**config.mk**
```make
export PLATFORM = sky130hd
export DESIGN_NAME = gio_wr_arbiter
export DESIGN_NICKNAME = d
export VERILOG_FILES = /design/src/rtl/gio_wr_arbiter.sv
export SDC_FILE = /design/constraint.sdc
export NUM_CORES = 1
export LEC_CHECK = 0
export ABC_AREA = 0
export BUFFER_PORTS_ARGS = -buffer_cell sky130_fd_sc_hd__buf_2
export CAP_MARGIN = 20
export CELL_PAD_IN_SITES_DETAIL_PLACEMENT = 2
export CELL_PAD_IN_SITES_GLOBAL_PLACEMENT = 2
export CORE_ASPECT_RATIO = 1.75
export CORE_MARGIN = 2
export CORE_UTILIZATION = 27
export DETAILED_ROUTE_END_ITERATION = 7
export PLACE_DENSITY_LB_ADDON = 0.1
export SLEW_MARGIN = 5
export SYNTH_ARGS = -nofsm -noshare
export SYNTH_HDL_FRONTEND = slang
export SYNTH_SLANG_ARGS = --single-unit
```
**constraint.sdc**
```tcl
create_clock -name clk -period 2.6 [get_ports clk]
set_input_delay 0.13 -clock clk [delete_from_list [all_inputs] [get_ports clk]]
set_output_delay 0.13 -clock clk [all_outputs]
set_load 0.01 [all_outputs]
```
**src/rtl/gio_wr_arbiter.sv**
```systemverilog
// gio_wr_arbiter: round-robin arbiter serialising requester writes onto the output-port bus
module gio_wr_arbiter #(
  parameter int NREQ  = 2,
  parameter int WIDTH = 8,
  parameter int GAP   = 0
) (
  input  logic                  clk,
  input  logic                  reset,
  input  logic [NREQ-1:0]       req_valid,
  input  logic [32*NREQ-1:0]    req_addr,
  input  logic [WIDTH*NREQ-1:0] req_wdata,
  output logic [NREQ-1:0]       req_ready,
  output logic [31:0]           addr,
  output logic [WIDTH-1:0]      wdata,
  output logic                  wen,
  output logic [1:0]            grant_id,
  output logic                  busy
);
  typedef enum logic [1:0] {S_IDLE, S_ISSUE, S_GAP} state_t;
  localparam logic [3:0] GAP_LOAD = 4'(GAP > 0 ? GAP - 1 : 0);
  localparam logic [1:0] LAST_RST = 2'(NREQ - 1);
  state_t           state, state_nx;
  logic [1:0]       last_grant, win, idx;
  logic             found, accept;
  logic [3:0]       cnt, valid4;
  logic [31:0]      a_arr [4];
  logic [WIDTH-1:0] d_arr [4];
  for (genvar g = 0; g < 4; g++) begin : g_unpack
    if (g < NREQ) begin : g_used
      assign a_arr[g] = req_addr[32*g +: 32];
      assign d_arr[g] = req_wdata[WIDTH*g +: WIDTH];
    end else begin : g_unused
      assign a_arr[g] = '0;
      assign d_arr[g] = '0;
    end
  end
  assign valid4 = 4'(req_valid);
  // first valid requester after the last winner, wrapping at NREQ
  always_comb begin
    win   = last_grant;
    found = 1'b0;
    idx   = '0;
    for (int k = 1; k <= NREQ; k++) begin
      idx = 2'((int'(last_grant) + k) % NREQ);
      if (!found && valid4[idx]) begin
        found = 1'b1;
        win   = idx;
      end
    end
  end
  assign accept    = state == S_IDLE && found && !reset;
  assign req_ready = accept ? NREQ'(1) << win : '0;
  assign wen       = state == S_ISSUE;
  assign busy      = state != S_IDLE;
  always_comb begin
    state_nx = state == S_IDLE  ? (found ? S_ISSUE : S_IDLE) :
               state == S_ISSUE ? (GAP > 0 ? S_GAP : S_IDLE) :
               (cnt == 4'd0 ? S_IDLE : S_GAP);
  end
  always_ff @(posedge clk) begin
    if (reset) begin
      state      <= S_IDLE;
      last_grant <= LAST_RST;
      grant_id   <= '0;
      addr       <= '0;
      wdata      <= '0;
      cnt        <= '0;
    end else begin
      state <= state_nx;
      if (accept) begin
        last_grant <= win;
        grant_id   <= win;
        addr       <= a_arr[win];
        wdata      <= d_arr[win];
      end
      if (state == S_ISSUE) cnt <= GAP_LOAD;
      else if (state == S_GAP && cnt != 4'd0) cnt <= cnt - 4'd1;
    end
  end
endmodule
```
Word-level counts from Yosys, hierarchy flattened --
Index checks and enable logic that the tools add are counted.
Storage, ports and cells: bits of input ports 84, flip-flop bits (word level) 50
Operators by class: shift operators 1, bitwise logic cells 3, magnitude comparators 3, equality and inequality tests 2, muxes and demuxes 19, $add $sub $neg 3, reductions and logical operators 11
Operator list (number):
- 32-bit binary-select mux with 2-bit select | 1
- 32-bit two-way mux | 2
- 8-bit binary-select mux with 2-bit select | 1
- 8-bit two-way mux | 2
- 2-bit two-way mux | 6
- 2-bit by 3-bit < comparator with 1-bit output, second input constant | 2
- 1-bit two-way mux | 5
- 1-bit binary-select mux with 2-bit select | 2
- 1-bit logical AND | 4
- 4-bit zero test | 1
- 4-bit nonzero test | 1
- 4-bit by 1-bit subtractor with 4-bit output, second input constant | 1
- 3-bit >= comparator, second input constant | 1
- 2-bit NOT with 3-bit output | 1
- 1-bit adder, second input constant | 2
- 1-bit AND, first input constant | 2
- 2-bit by 1-bit == test with 1-bit output, second input constant | 1
- 2-bit == test, second input constant | 1
- 1-bit zero test | 2
- 2-bit zero test | 1
- 2-bit nonzero test | 1
- 2-bit OR reduction | 1
- 1-bit by 2-bit left shift with 2-bit output, first input constant | 1

Logic depth before layout (Yosys ltp) --
Gate-level depths: netlist of run 1.
word-level depth 12, gate-level depth with buffers 6, gate-level depth less buffers 5

Worst setup path before layout of run 1 --
No wires, ideal clock.
kind flip-flop to output port, start reg last_grant[0], end out req_ready[0], data required time 2.470 ns, slack 1.306 ns, stages on the path, launching flop included 5, arrival 1.164 ns, buffers on the path 2, cell sequence dfxtp_1 > or2_1 > buf_4 > buf_4 > a211oi_1
Between the ends: word-level cells in the longest chain between the ends 11
Ends and longest elaborated chain:
- start, declared | line 23 | logic [1:0] last_grant, win, idx;
- start signal, assigned | line 71 | last_grant <= win;
- 1-bit adder | line 44 | idx = 2'((int'(last_grant) + k) % NREQ);
- 1-bit AND (no source line)
- 1-bit binary-select mux with 2-bit select | line 45 | if (!found && valid4[idx]) begin
- 1-bit two-way mux (not written as such) | line 45
- 1-bit two-way mux | line 45
- 1-bit zero test | line 45
- 1-bit logical AND | line 45
- 1-bit two-way mux | line 45
- 1-bit logical AND (2 in series) | line 51 | assign accept = state == S_IDLE && found && !reset;
- 2-bit two-way mux (*) | line 52 | assign req_ready = accept ? NREQ'(1) << win : '0;
- end, declared | line 12 | output logic [NREQ-1:0] req_ready,
Every way passes the cells marked *; elsewhere a longest branch is shown, timed or not. The select of a mux whose other input is x is not followed.

Final worst setup path of run 1 --
start reg state[0], end out req_ready[1]
Between the ends: word-level cells in the longest chain between the ends 4
Ends and longest elaborated chain:
- start, declared | line 22 | state_t state, state_nx;
- start signal, assigned | line 69 | state <= state_nx;
- 2-bit zero test | line 51
- 1-bit logical AND (2 in series) | line 51
- 2-bit two-way mux | line 52
No other way between the ends.

==> results of run 1 <==
-- per-layer routing --
layer  vias up  share of wire (%)  track usage (%)
met5         -                  0                0
met1      1416                 38             21.8
met2        68                 56             38.7
met4         0                2.1             6.82
li1       1340                  -                -
met3        12                3.8             3.74
-- worst reg2reg max path, stage by stage (launching register included) --
cell      delay, ps
dfxtp_1         400
or2_2           760
nand3_1         250
a311oi_2        280
-- where the power goes --
| part | switching (µW) | leakage (µW) | internal [µW] | total [µW] |
|---|---|---|---|---|
| logic | 320 | 0.000975 | 218 | 538 |
| registers | 42.8 | 0.000406 | 823 | 865 |
| clock network | 286 | 0.0000652 | 359 | 645 |
| total | 649 | 0.00145 | 1400 | 2050 |
-- flip-flops by register name, indices dropped and copies added (netlist names) --
signal	count
last_grant	1
state	2
grant_id	2
wdata	8
addr	32
cnt	4
-- logic make-up after synthesis --
family	share of synthesized area (%)
AND/OR/NAND/NOR	14.2
AO/OA/AOI/OAI	37.4
flip-flops	37.3
multiplexers	0.857
adder cells (fa/ha/maj)	0.952
buffers and inverters	9.28
-- Yosys cell counts --
library cell / number / share of area (%)
a211oi_1: 1 / 0.29
a31oi_1: 1 / 0.24
buf_2: 24 / 4.6
clkbuf_1: 3 / 0.43
and2_1: 1 / 0.24
a311oi_2: 27 / 15
inv_2: 1 / 0.14
nor2_1: 8 / 1.1
dfxtp_1: 49 / 37
nor2b_1: 1 / 0.24
nand2_1: 3 / 0.43
buf_4: 8 / 2.3
nand4_1: 2 / 0.48
a2111o_1: 1 / 0.43
nand2b_1: 2 / 0.48
ha_1: 2 / 0.95
o21ai_0: 43 / 8.2
a22oi_1: 1 / 0.29
nand3_1: 42 / 8.0
nor3_1: 4 / 0.76
nor4_1: 1 / 0.24
buf_6: 3 / 1.3
a311oi_1: 13 / 4.3
inv_1: 4 / 0.57
o211a_1: 1 / 0.38
nand3b_1: 1 / 0.29
mux2_1: 2 / 0.86
nor2_4: 1 / 0.43
a21oi_1: 41 / 7.8
nor2_8: 1 / 0.76
nor3b_1: 1 / 0.29
or2_1: 2 / 0.48
-- worst paths after layout --
path	start	slack [ps]	to	cells after the start
max	state[0]	630	req_ready[1]	4
min	req_addr[62]	120	addr[30]	3
max reg2reg	last_grant[0]	840	wdata[3]	3
min reg2reg	grant_id[0]	480	grant_id[0]	2
-- metrics by stage --
step / area (µm²) / total power, µW / utilization (%)
final: 3420 / 2050 / 36.2
after global routing: 3420 / 2170 / 36.2
after CTS: 3420 / 2080 / 36.2
after detailed placement: 3290 / 1430 / 34.7
after global placement: 3290 / 1410 / 34.7
after floorplan: 2630 / 1210 / -
-- cell type report --
class / instances / area, µm²
multi-input combinational: 203 / 1410
timing repair buffer: 140 / 728
fill: 1120 / 6040
clock buffer: 8 / 136
sequential: 49 / 981
inverter: 5 / 18.8
tap: 122 / 153
==> impl_metrics.env, run 1 <==
export IMPL_rsz0062_at_grt="no"
export IMPL_worstPathRequired_ps=2470
export IMPL_routed_wl_mm=10.6
export IMPL_fin_ws_ps=635
export IMPL_yosysSeqAreaShare_pct=37.3
export IMPL_crit_chain="nor2_8 -> nand2_1 -> nor4_1 -> buf_2"
export IMPL_post_cts_buffers=0
export IMPL_yosysWarnings=0
export IMPL_n_antenna_cell=0
export IMPL_worst_slew_pin_transition_ps=919
export IMPL_clk_latency_ps=290
export IMPL_htree_levels=2
export IMPL_cts_buffers=5
export IMPL_overflow=0
export IMPL_cp_slowest_stage_delay_ps=430
export IMPL_finalSetupTns_ps=0
export IMPL_vias_per_cell=5.38
export IMPL_die_area_um2=10600
export IMPL_final_nets=490
export IMPL_track_usage_pct=20.3
export IMPL_status="completed"
export IMPL_fin_crit_ps=1970
export IMPL_peakVddDrop_uv=274
export IMPL_ant_nets=0
export IMPL_grt_pass1_vias=3124
export IMPL_cts_tree="done"
export IMPL_clockBufferDepth=2
export IMPL_hp_class="in2reg"
export IMPL_finalHoldViolations=0
export IMPL_hold_ws_ps=115
export IMPL_critPathBufInv=1
export IMPL_skew_ps=4.49
export IMPL_die_h_um=135
export IMPL_dr_pass1_iters=4
export IMPL_grt_max_degree=43
export IMPL_synth_area_per_cell_um2=8.91
export IMPL_antenna_found_initial=0
export IMPL_die_x_um=78.6
export IMPL_relSlewSlack_pct=38.7
export IMPL_cts_sinks=49
export IMPL_remaining_drc_errors=0
export IMPL_setup_viol=0
export IMPL_path_max_fanout=22
export IMPL_startpoint_type="flip-flop"
export IMPL_synthesis_nets=381
export IMPL_cts_clk_slew_worst_paths_ps=70
export IMPL_syn2layout_area_growth_pct=30.2
export IMPL_dp_slack_ps=801
export IMPL_ys_ff_latch=49
export IMPL_dp_hpwl_mm=7.17
export IMPL_critPathKind="reg2out"
export IMPL_row_count=47
export IMPL_core_um2=9470
export IMPL_final_cell_mix="buf_2 (129), dfxtp_1 (49), o21ai_0 (43)"
export IMPL_post_place_cells=519
export IMPL_syn_area_um2=2630
export IMPL_cts_resized=0
export IMPL_portBuffers=129
export IMPL_fmax_mhz=509
export IMPL_cts_hold_buffers_added=0
export IMPL_path_delay_family="simple AND/OR/NAND/NOR gates"
export IMPL_pin_count=130
export IMPL_maxSlewViolCount=0
export IMPL_place_congestion=0.704
export IMPL_slowest_stage="dfxtp_1"
export IMPL_via_count=2836
export IMPL_period_share_pct=75.6
export IMPL_leakage_uw=0.00145
export IMPL_worstPathArrival_ps=1840
export IMPL_avgRoutedWirePerCell_um=20.1
export IMPL_final_layout_size_suffix_gt1_share_pct=43.7
export IMPL_grt_pass1_wl_mm=16.7
export IMPL_ys_types=32
export IMPL_fin_cells=527
export IMPL_initial_core_util_pct=27.8
export IMPL_drtIter0Drc=88
export IMPL_layout_commonest_cell="buf_2"
export IMPL_syn_inst=295
export IMPL_cts_root_buf="clkbuf_16"
export IMPL_powerDensity_nw_per_um2=598
export IMPL_cp_end_kind="primary output"
export IMPL_max_cap_viol_count=0
No activity file was read; power rests on OpenSTA's default activity.
==> run 2, diff against run 1 <==
ABC_AREA = 1   (was 0)
CORE_UTILIZATION = 19   (was 27)
clock period = 1.67 ns   (was 2.6 ns; I/O delays follow)
==> run 2 against run 1 <==
Compared with the run above:
- sequential power is 56% higher
- clock-buffer cell count is 2 lower
- final cell count rose by 33%
- combinational power increased by 51%
- hold slack worse by 23 ps
- clock power grew 57%
- core utilization shrank 8.8 points
==> impl_metrics.env, run 2 <==
export IMPL_worst_slew_pin_transition_ps=534
export IMPL_fin_crit_ps=1510
export IMPL_htree_levels=2
export IMPL_synth_top_cell_area_share_pct=39.1
export IMPL_met3WireLength_um=411
export IMPL_final_nets=617
export IMPL_period_share_pct=90.6
export IMPL_antenna_found_initial=0
export IMPL_cts_hold_buffers_added=0
export IMPL_powerDensity_nw_per_um2=895
export IMPL_setup_viol=0
export IMPL_final_layout_size_suffix_gt1_share_pct=28.2
export IMPL_die_h_um=156
export IMPL_track_usage_pct=13.9
export IMPL_row_count=55
export IMPL_peakVddDrop_uv=319
export IMPL_cts_root_buf="clkbuf_16"
export IMPL_maxSlewViolCount=0
export IMPL_cts_tree="done"
export IMPL_grt_max_degree=44
export IMPL_cp_end_kind="primary output"
export IMPL_max_cap_viol_count=0
export IMPL_place_congestion=0.720
export IMPL_hold_path_depth=5
export IMPL_routed_wl_mm=9.62
export IMPL_yosysWarnings=0
export IMPL_grt_pass1_vias=3096
export IMPL_status="completed"
export IMPL_syn2layout_area_growth_pct=40.9
export IMPL_synth_common_cells="nand2_1 (136), inv_1 (93), dfxtp_1 (49), nand3_1 (44), a21oi_1 (43)"
export IMPL_hold_path_end="addr[4]"
export IMPL_yosysSeqAreaShare_pct=39.1
export IMPL_grt_pass1_wl_mm=15.7
export IMPL_ys_flop_type="dfxtp_1"
export IMPL_synth_area_leader_cell="dfxtp_1"
export IMPL_largest_registers="addr (32), wdata (8), cnt (4)"
export IMPL_rsz0062_at_grt="no"
export IMPL_finalSetupTns_ps=0
export IMPL_via_count=2918
export IMPL_drtIter0Drc=38
export IMPL_cts_buffers=5
export IMPL_yosysMostFrequentCell="nand2_1"
export IMPL_async_reset_ff_share_pct=0
export IMPL_initial_core_util_pct=19.4
export IMPL_leakage_uw=0.00204
export IMPL_cts_clk_slew_worst_paths_ps=70
export IMPL_synth_edf_count=0
export IMPL_dp_hpwl_mm=7.26
export IMPL_wl_met2_mm=5.66
export IMPL_worstPathArrival_ps=1430
export IMPL_die_area_um2=14200
export IMPL_vias_per_cell=4.15
export IMPL_reg2regPathDepth=6
export IMPL_worstPathRequired_ps=1590
export IMPL_holdCritStartpoint="req_addr[36]"
export IMPL_ys_types=16
export IMPL_wl_met1_mm=3.43
export IMPL_clk_latency_ps=290
export IMPL_ant_nets=0
export IMPL_largest_register="addr"
export IMPL_remaining_drc_errors=0
export IMPL_skew_ps=5.30
export IMPL_core_um2=12900
export IMPL_ys_top_cells_by_area="dfxtp_1 (39%), nand2_1 (20%), inv_1 (14%)"
export IMPL_fmax_mhz=661
export IMPL_dp_slack_ps=193
export IMPL_cts_resized=0
export IMPL_die_x_um=90.9
export IMPL_cts_sinks=49
export IMPL_hp_class="in2reg"
export IMPL_largest_reg_flops=32
export IMPL_syn_inst=408
export IMPL_overflow=0
export IMPL_synthesis_nets=494
export IMPL_startpoint_type="flip-flop"
export IMPL_finalHoldViolations=0
export IMPL_rrSetupSlack_ps=270
export IMPL_fin_ws_ps=157
export IMPL_avgRoutedWirePerCell_um=13.7
export IMPL_crit_reg2reg_capture="addr[11]"
export IMPL_portBuffers=129
export IMPL_relSlewSlack_pct=64.3
export IMPL_critPathKind="reg2out"
export IMPL_final_cell_mix="nand2_1 (135), buf_2 (129), inv_1 (93)"
export IMPL_clockBufferDepth=2
export IMPL_path_max_fanout=5
export IMPL_timing_rr_start="last_grant[0]"
export IMPL_syn_area_um2=2510
export IMPL_topRoutingLayerUsed="met4"
export IMPL_dr_pass1_iters=4
export IMPL_synth_area_per_cell_um2=6.15
export IMPL_layout_commonest_cell="nand2_1"
export IMPL_post_cts_buffers=0
export IMPL_n_antenna_cell=0
export IMPL_pin_count=130
export IMPL_ys_ff_latch=49
-- run 2: worst max path at each step --
stage / start / endpoint / depth (start not counted) / slack, ps
after floorplan: state[0] / last_grant[0] / 6 / 560
after global placement: last_grant[0] / addr[31] / 6 / 260
after detailed placement: last_grant[0] / addr[11] / 6 / 190
after CTS: last_grant[0] / req_ready[0] / 6 / 40
after global routing: state[0] / req_ready[0] / 6 / 10
final: state[0] / req_ready[0] / 6 / 160
-- run 2: stage by stage --
stage          total power [µW]  hold slack, ps  instance area [µm²]  instances  utilization (%)
4_1_cts                    3270            84.4                 3530        703             27.3
6_report                   3170            92.2                 3540        703             27.3
3_3_place_gp               2190             381                 3390        695             26.2
5_1_grt                    3430             113                 3540        703             27.3
3_5_place_dp               2220             393                 3390        695             26.2
2_1_floorplan              1810             287                 2510        408                -
-- run 2: cell families (layout without fill, tap and decap cells) --
family	count (synthesis)	after routing	synth area share [%]
AND/OR/NAND/NOR	197	197	32.2
flip-flops	49	49	39.1
AO/OA/AOI/OAI	45	45	9.12
adder cells (fa/ha/maj)	2	2	0.997
buffers and inverters	114	238	18.3
XOR/XNOR	1	1	0.349
-- run 2: worst max-delay path: stages, from the launching register on --
cell and delay, ps:
dfxtp_1 360, nor2_4 150, o21ai_4 90, nor2_4 170, inv_1 60, nor2_1 130, buf_2 170
-- run 2: routing by layer --
layer  vias to the layer above  GRT usage (%)
met2                        60           28.6
met3                         8           2.42
met4                         0           4.04
li1                       1452              -
met5                         -              0
met1                      1398           13.9
-- run 2: final cells by class --
| type | instances | area (µm²) |
|---|---|---|
| multi-input combinational | 245 | 1100 |
| clock inverter | 2 | 10.0 |
| tap | 171 | 214 |
| sequential | 49 | 982 |
| clock buffer | 6 | 129 |
| inverter | 93 | 349 |
| fill | 1683 | 9400 |
| timing repair buffer | 137 | 756 |
-- run 2: power by group --
part	switching [µW]	internal [µW]	leakage (µW)
clock	456	552	0.0000706
sequential	63.3	1280	0.000407
combinational	482	329	0.00156
total	1000	2170	0.00204
==> run 3, diff against run 2 <==
PLACE_DENSITY_LB_ADDON = 0.15   (was 0.1)
==> run 3 against run 2 <==
Compared with the run above:
- non-clock buffer count increased by 7
- design area grew 1.2%
- sequential share of layout area is 0.30 points lower
- critical path depth increased by 1
- clock power about the same
- worst setup slack got worse by 74 ps
- combinational power up 2%
- routed wire length fell by 2.3%
- final cell count is 0.85% higher
- hold slack hardly changed
==> impl_metrics.env, run 3 (same netlist as run 2, synthesis figures left out) <==
export IMPL_status="completed"
export IMPL_via_count=2917
export IMPL_p_clk_share_pct=32.3
export IMPL_nFillCells=1686
export IMPL_startpoint_type="flip-flop"
export IMPL_register_area_um2=983
export IMPL_cts_buffers=5
export IMPL_maxSlewViolCount=0
export IMPL_cp_slowest_stage_delay_ps=360
export IMPL_max_cap_viol_count=0
export IMPL_die_area_um2=14200
export IMPL_grt_max_degree=43
export IMPL_rsz0062_at_grt="no"
export IMPL_multiInputGateArea_um2=1100
export IMPL_cts_sinks=49
export IMPL_finalSetupTns_ps=0
export IMPL_row_count=55
export IMPL_grt_pass1_wl_mm=15.1
export IMPL_layout_commonest_cell="nand2_1"
export IMPL_leakage_uw=0.00207
export IMPL_dp_slack_ps=206
export IMPL_initial_core_util_pct=19.4
export IMPL_ant_nets=0
export IMPL_worstPathRequired_ps=1590
export IMPL_die_x_um=90.9
export IMPL_dp_hpwl_mm=7.26
export IMPL_switching_share_pct=30.9
export IMPL_n_antenna_cell=0
export IMPL_grt_pass1_vias=3108
export IMPL_crit_reg2reg_capture="last_grant[0]"
export IMPL_avgRoutedWirePerCell_um=13.3
export IMPL_p_int_uw=2210
export IMPL_pin_count=130
export IMPL_fin_crit_ps=1590
export IMPL_largest_reg_flops=32
export IMPL_path_max_fanout=4
export IMPL_powerDensity_nw_per_um2=896
export IMPL_dr_pass1_iters=4
export IMPL_htree_levels=2
export IMPL_remaining_drc_errors=0
export IMPL_cts_clk_slew_worst_paths_ps=70
export IMPL_cp_end_kind="primary output"
export IMPL_power_switching_uw=993
export IMPL_path_delay_family="simple AND/OR/NAND/NOR gates"
export IMPL_die_h_um=156
export IMPL_crit_path_end="req_ready[0]"
export IMPL_p_seq_share_pct=42.0
export IMPL_setup_viol=0
export IMPL_largest_register="addr"
export IMPL_clk_latency_ps=290
export IMPL_skew_ps=2.00
export IMPL_cpMostUsedCell="nor2_4"
export IMPL_routed_wl_mm=9.40
export IMPL_fmax_mhz=630
export IMPL_final_layout_size_suffix_gt1_share_pct=29.2
export IMPL_timing_rr_start="state[1]"
export IMPL_final_cell_mix="nand2_1 (135), buf_2 (129), inv_1 (93)"
export IMPL_cts_tree="done"
export IMPL_hp_class="in2reg"
export IMPL_cts_hold_buffers_added=0
export IMPL_peakVddDrop_uv=364
export IMPL_period_share_pct=95.0
export IMPL_slowest_stage="dfxtp_1"
export IMPL_drtIter0Drc=44
export IMPL_critPathBufInv=3
export IMPL_worstPathArrival_ps=1500
export IMPL_clockBufferDepth=2
export IMPL_largest_registers="addr (32), wdata (8), cnt (4)"
export IMPL_worst_slew_pin_transition_ps=515
export IMPL_setup_worst_path_start="state[1]"
export IMPL_crit_chain="nor2_4 -> o21ai_4 -> nor2_4 -> buf_8 -> inv_1 -> nor2_1 -> buf_2"
export IMPL_vias_per_cell=4.11
export IMPL_cts_root_buf="clkbuf_16"
export IMPL_final_nets=624
export IMPL_path_depth=7
export IMPL_critPathKind="reg2out"
export IMPL_rrSetupSlack_ps=190
export IMPL_portBuffers=129
export IMPL_fin_ws_ps=83.0
export IMPL_relSlewSlack_pct=65.5
export IMPL_comb_power_share_pct=25.7
export IMPL_track_usage_pct=13.4
export IMPL_overflow=0
export IMPL_core_um2=12900
export IMPL_finalHoldViolations=0
export IMPL_antenna_found_initial=0
export IMPL_reg2regPathDepth=6
export IMPL_place_congestion=0.741
export IMPL_syn2layout_area_growth_pct=42.6
-- run 3: metrics by stage --
| stage | cell area [µm²] | hold WS (ps) | util [%] | total power (µW) | cells |
|---|---|---|---|---|---|
| 6_report | 3580 | 92.3 | 27.7 | 3210 | 709 |
| 5_1_grt | 3580 | 115 | 27.7 | 3450 | 709 |
| 4_1_cts | 3530 | 87.7 | 27.3 | 3290 | 705 |
| 3_5_place_dp | 3380 | 392 | 26.1 | 2210 | 698 |
| 3_3_place_gp | 3380 | 376 | 26.1 | 2180 | 698 |
| 2_1_floorplan | 2510 | 287 | - | 1810 | 408 |
-- run 3: final cells by class --
type,count,area share (%)
flip-flops and latches,49,27.5
multi-input cells,245,30.6
well taps,171,5.98
clock buffers,7,3.98
inverters,93,9.75
repair buffers,144,22.2
-- run 3: routing by layer --
| metal | vias to the layer above | track usage (%) | wire length, µm |
|---|---|---|---|
| met1 | 1387 | 13.7 | 3500 |
| met4 | 0 | 3.75 | 109 |
| met2 | 62 | 27.2 | 5440 |
| met5 | - | 0 | 0 |
| li1 | 1462 | - | - |
| met3 | 6 | 2.22 | 345 |
-- run 3: worst min-delay path, cell delays in order --
cell	delay, ps
buf_2	80
nand2_1	40
nand3_1	70
nand2_1	40
inv_1	40
-- run 3: worst min-delay path by stage --
| stage | slack, ps | endpoint | cells after the start | start |
|---|---|---|---|---|
| 4_1_cts | 90 | addr[6] | 5 | req_addr[6] |
| 2_1_floorplan | 290 | addr[30] | 4 | req_addr[62] |
| 3_5_place_dp | 390 | addr[27] | 5 | req_addr[59] |
| 5_1_grt | 110 | addr[24] | 5 | req_addr[24] |
| 3_3_place_gp | 380 | addr[13] | 5 | req_addr[45] |
| 6_report | 90 | addr[6] | 5 | req_addr[38] |
-- run 3: power groups by stage --
stage,registers (µW),clock network (µW),logic (µW)
2_1_floorplan,1420,0,396
3_3_place_gp,1370,0,810
3_5_place_dp,1380,0,831
4_1_cts,1350,1100,838
5_1_grt,1370,1130,951
6_report,1350,1040,824
-- run 3: repair_timing --
item,CTS,global route
endpoints found under the setup margin,2,2
pin swaps,0,1
resized for setup,2,7
buffers inserted,0,4
endpoints found under the hold margin,0,0
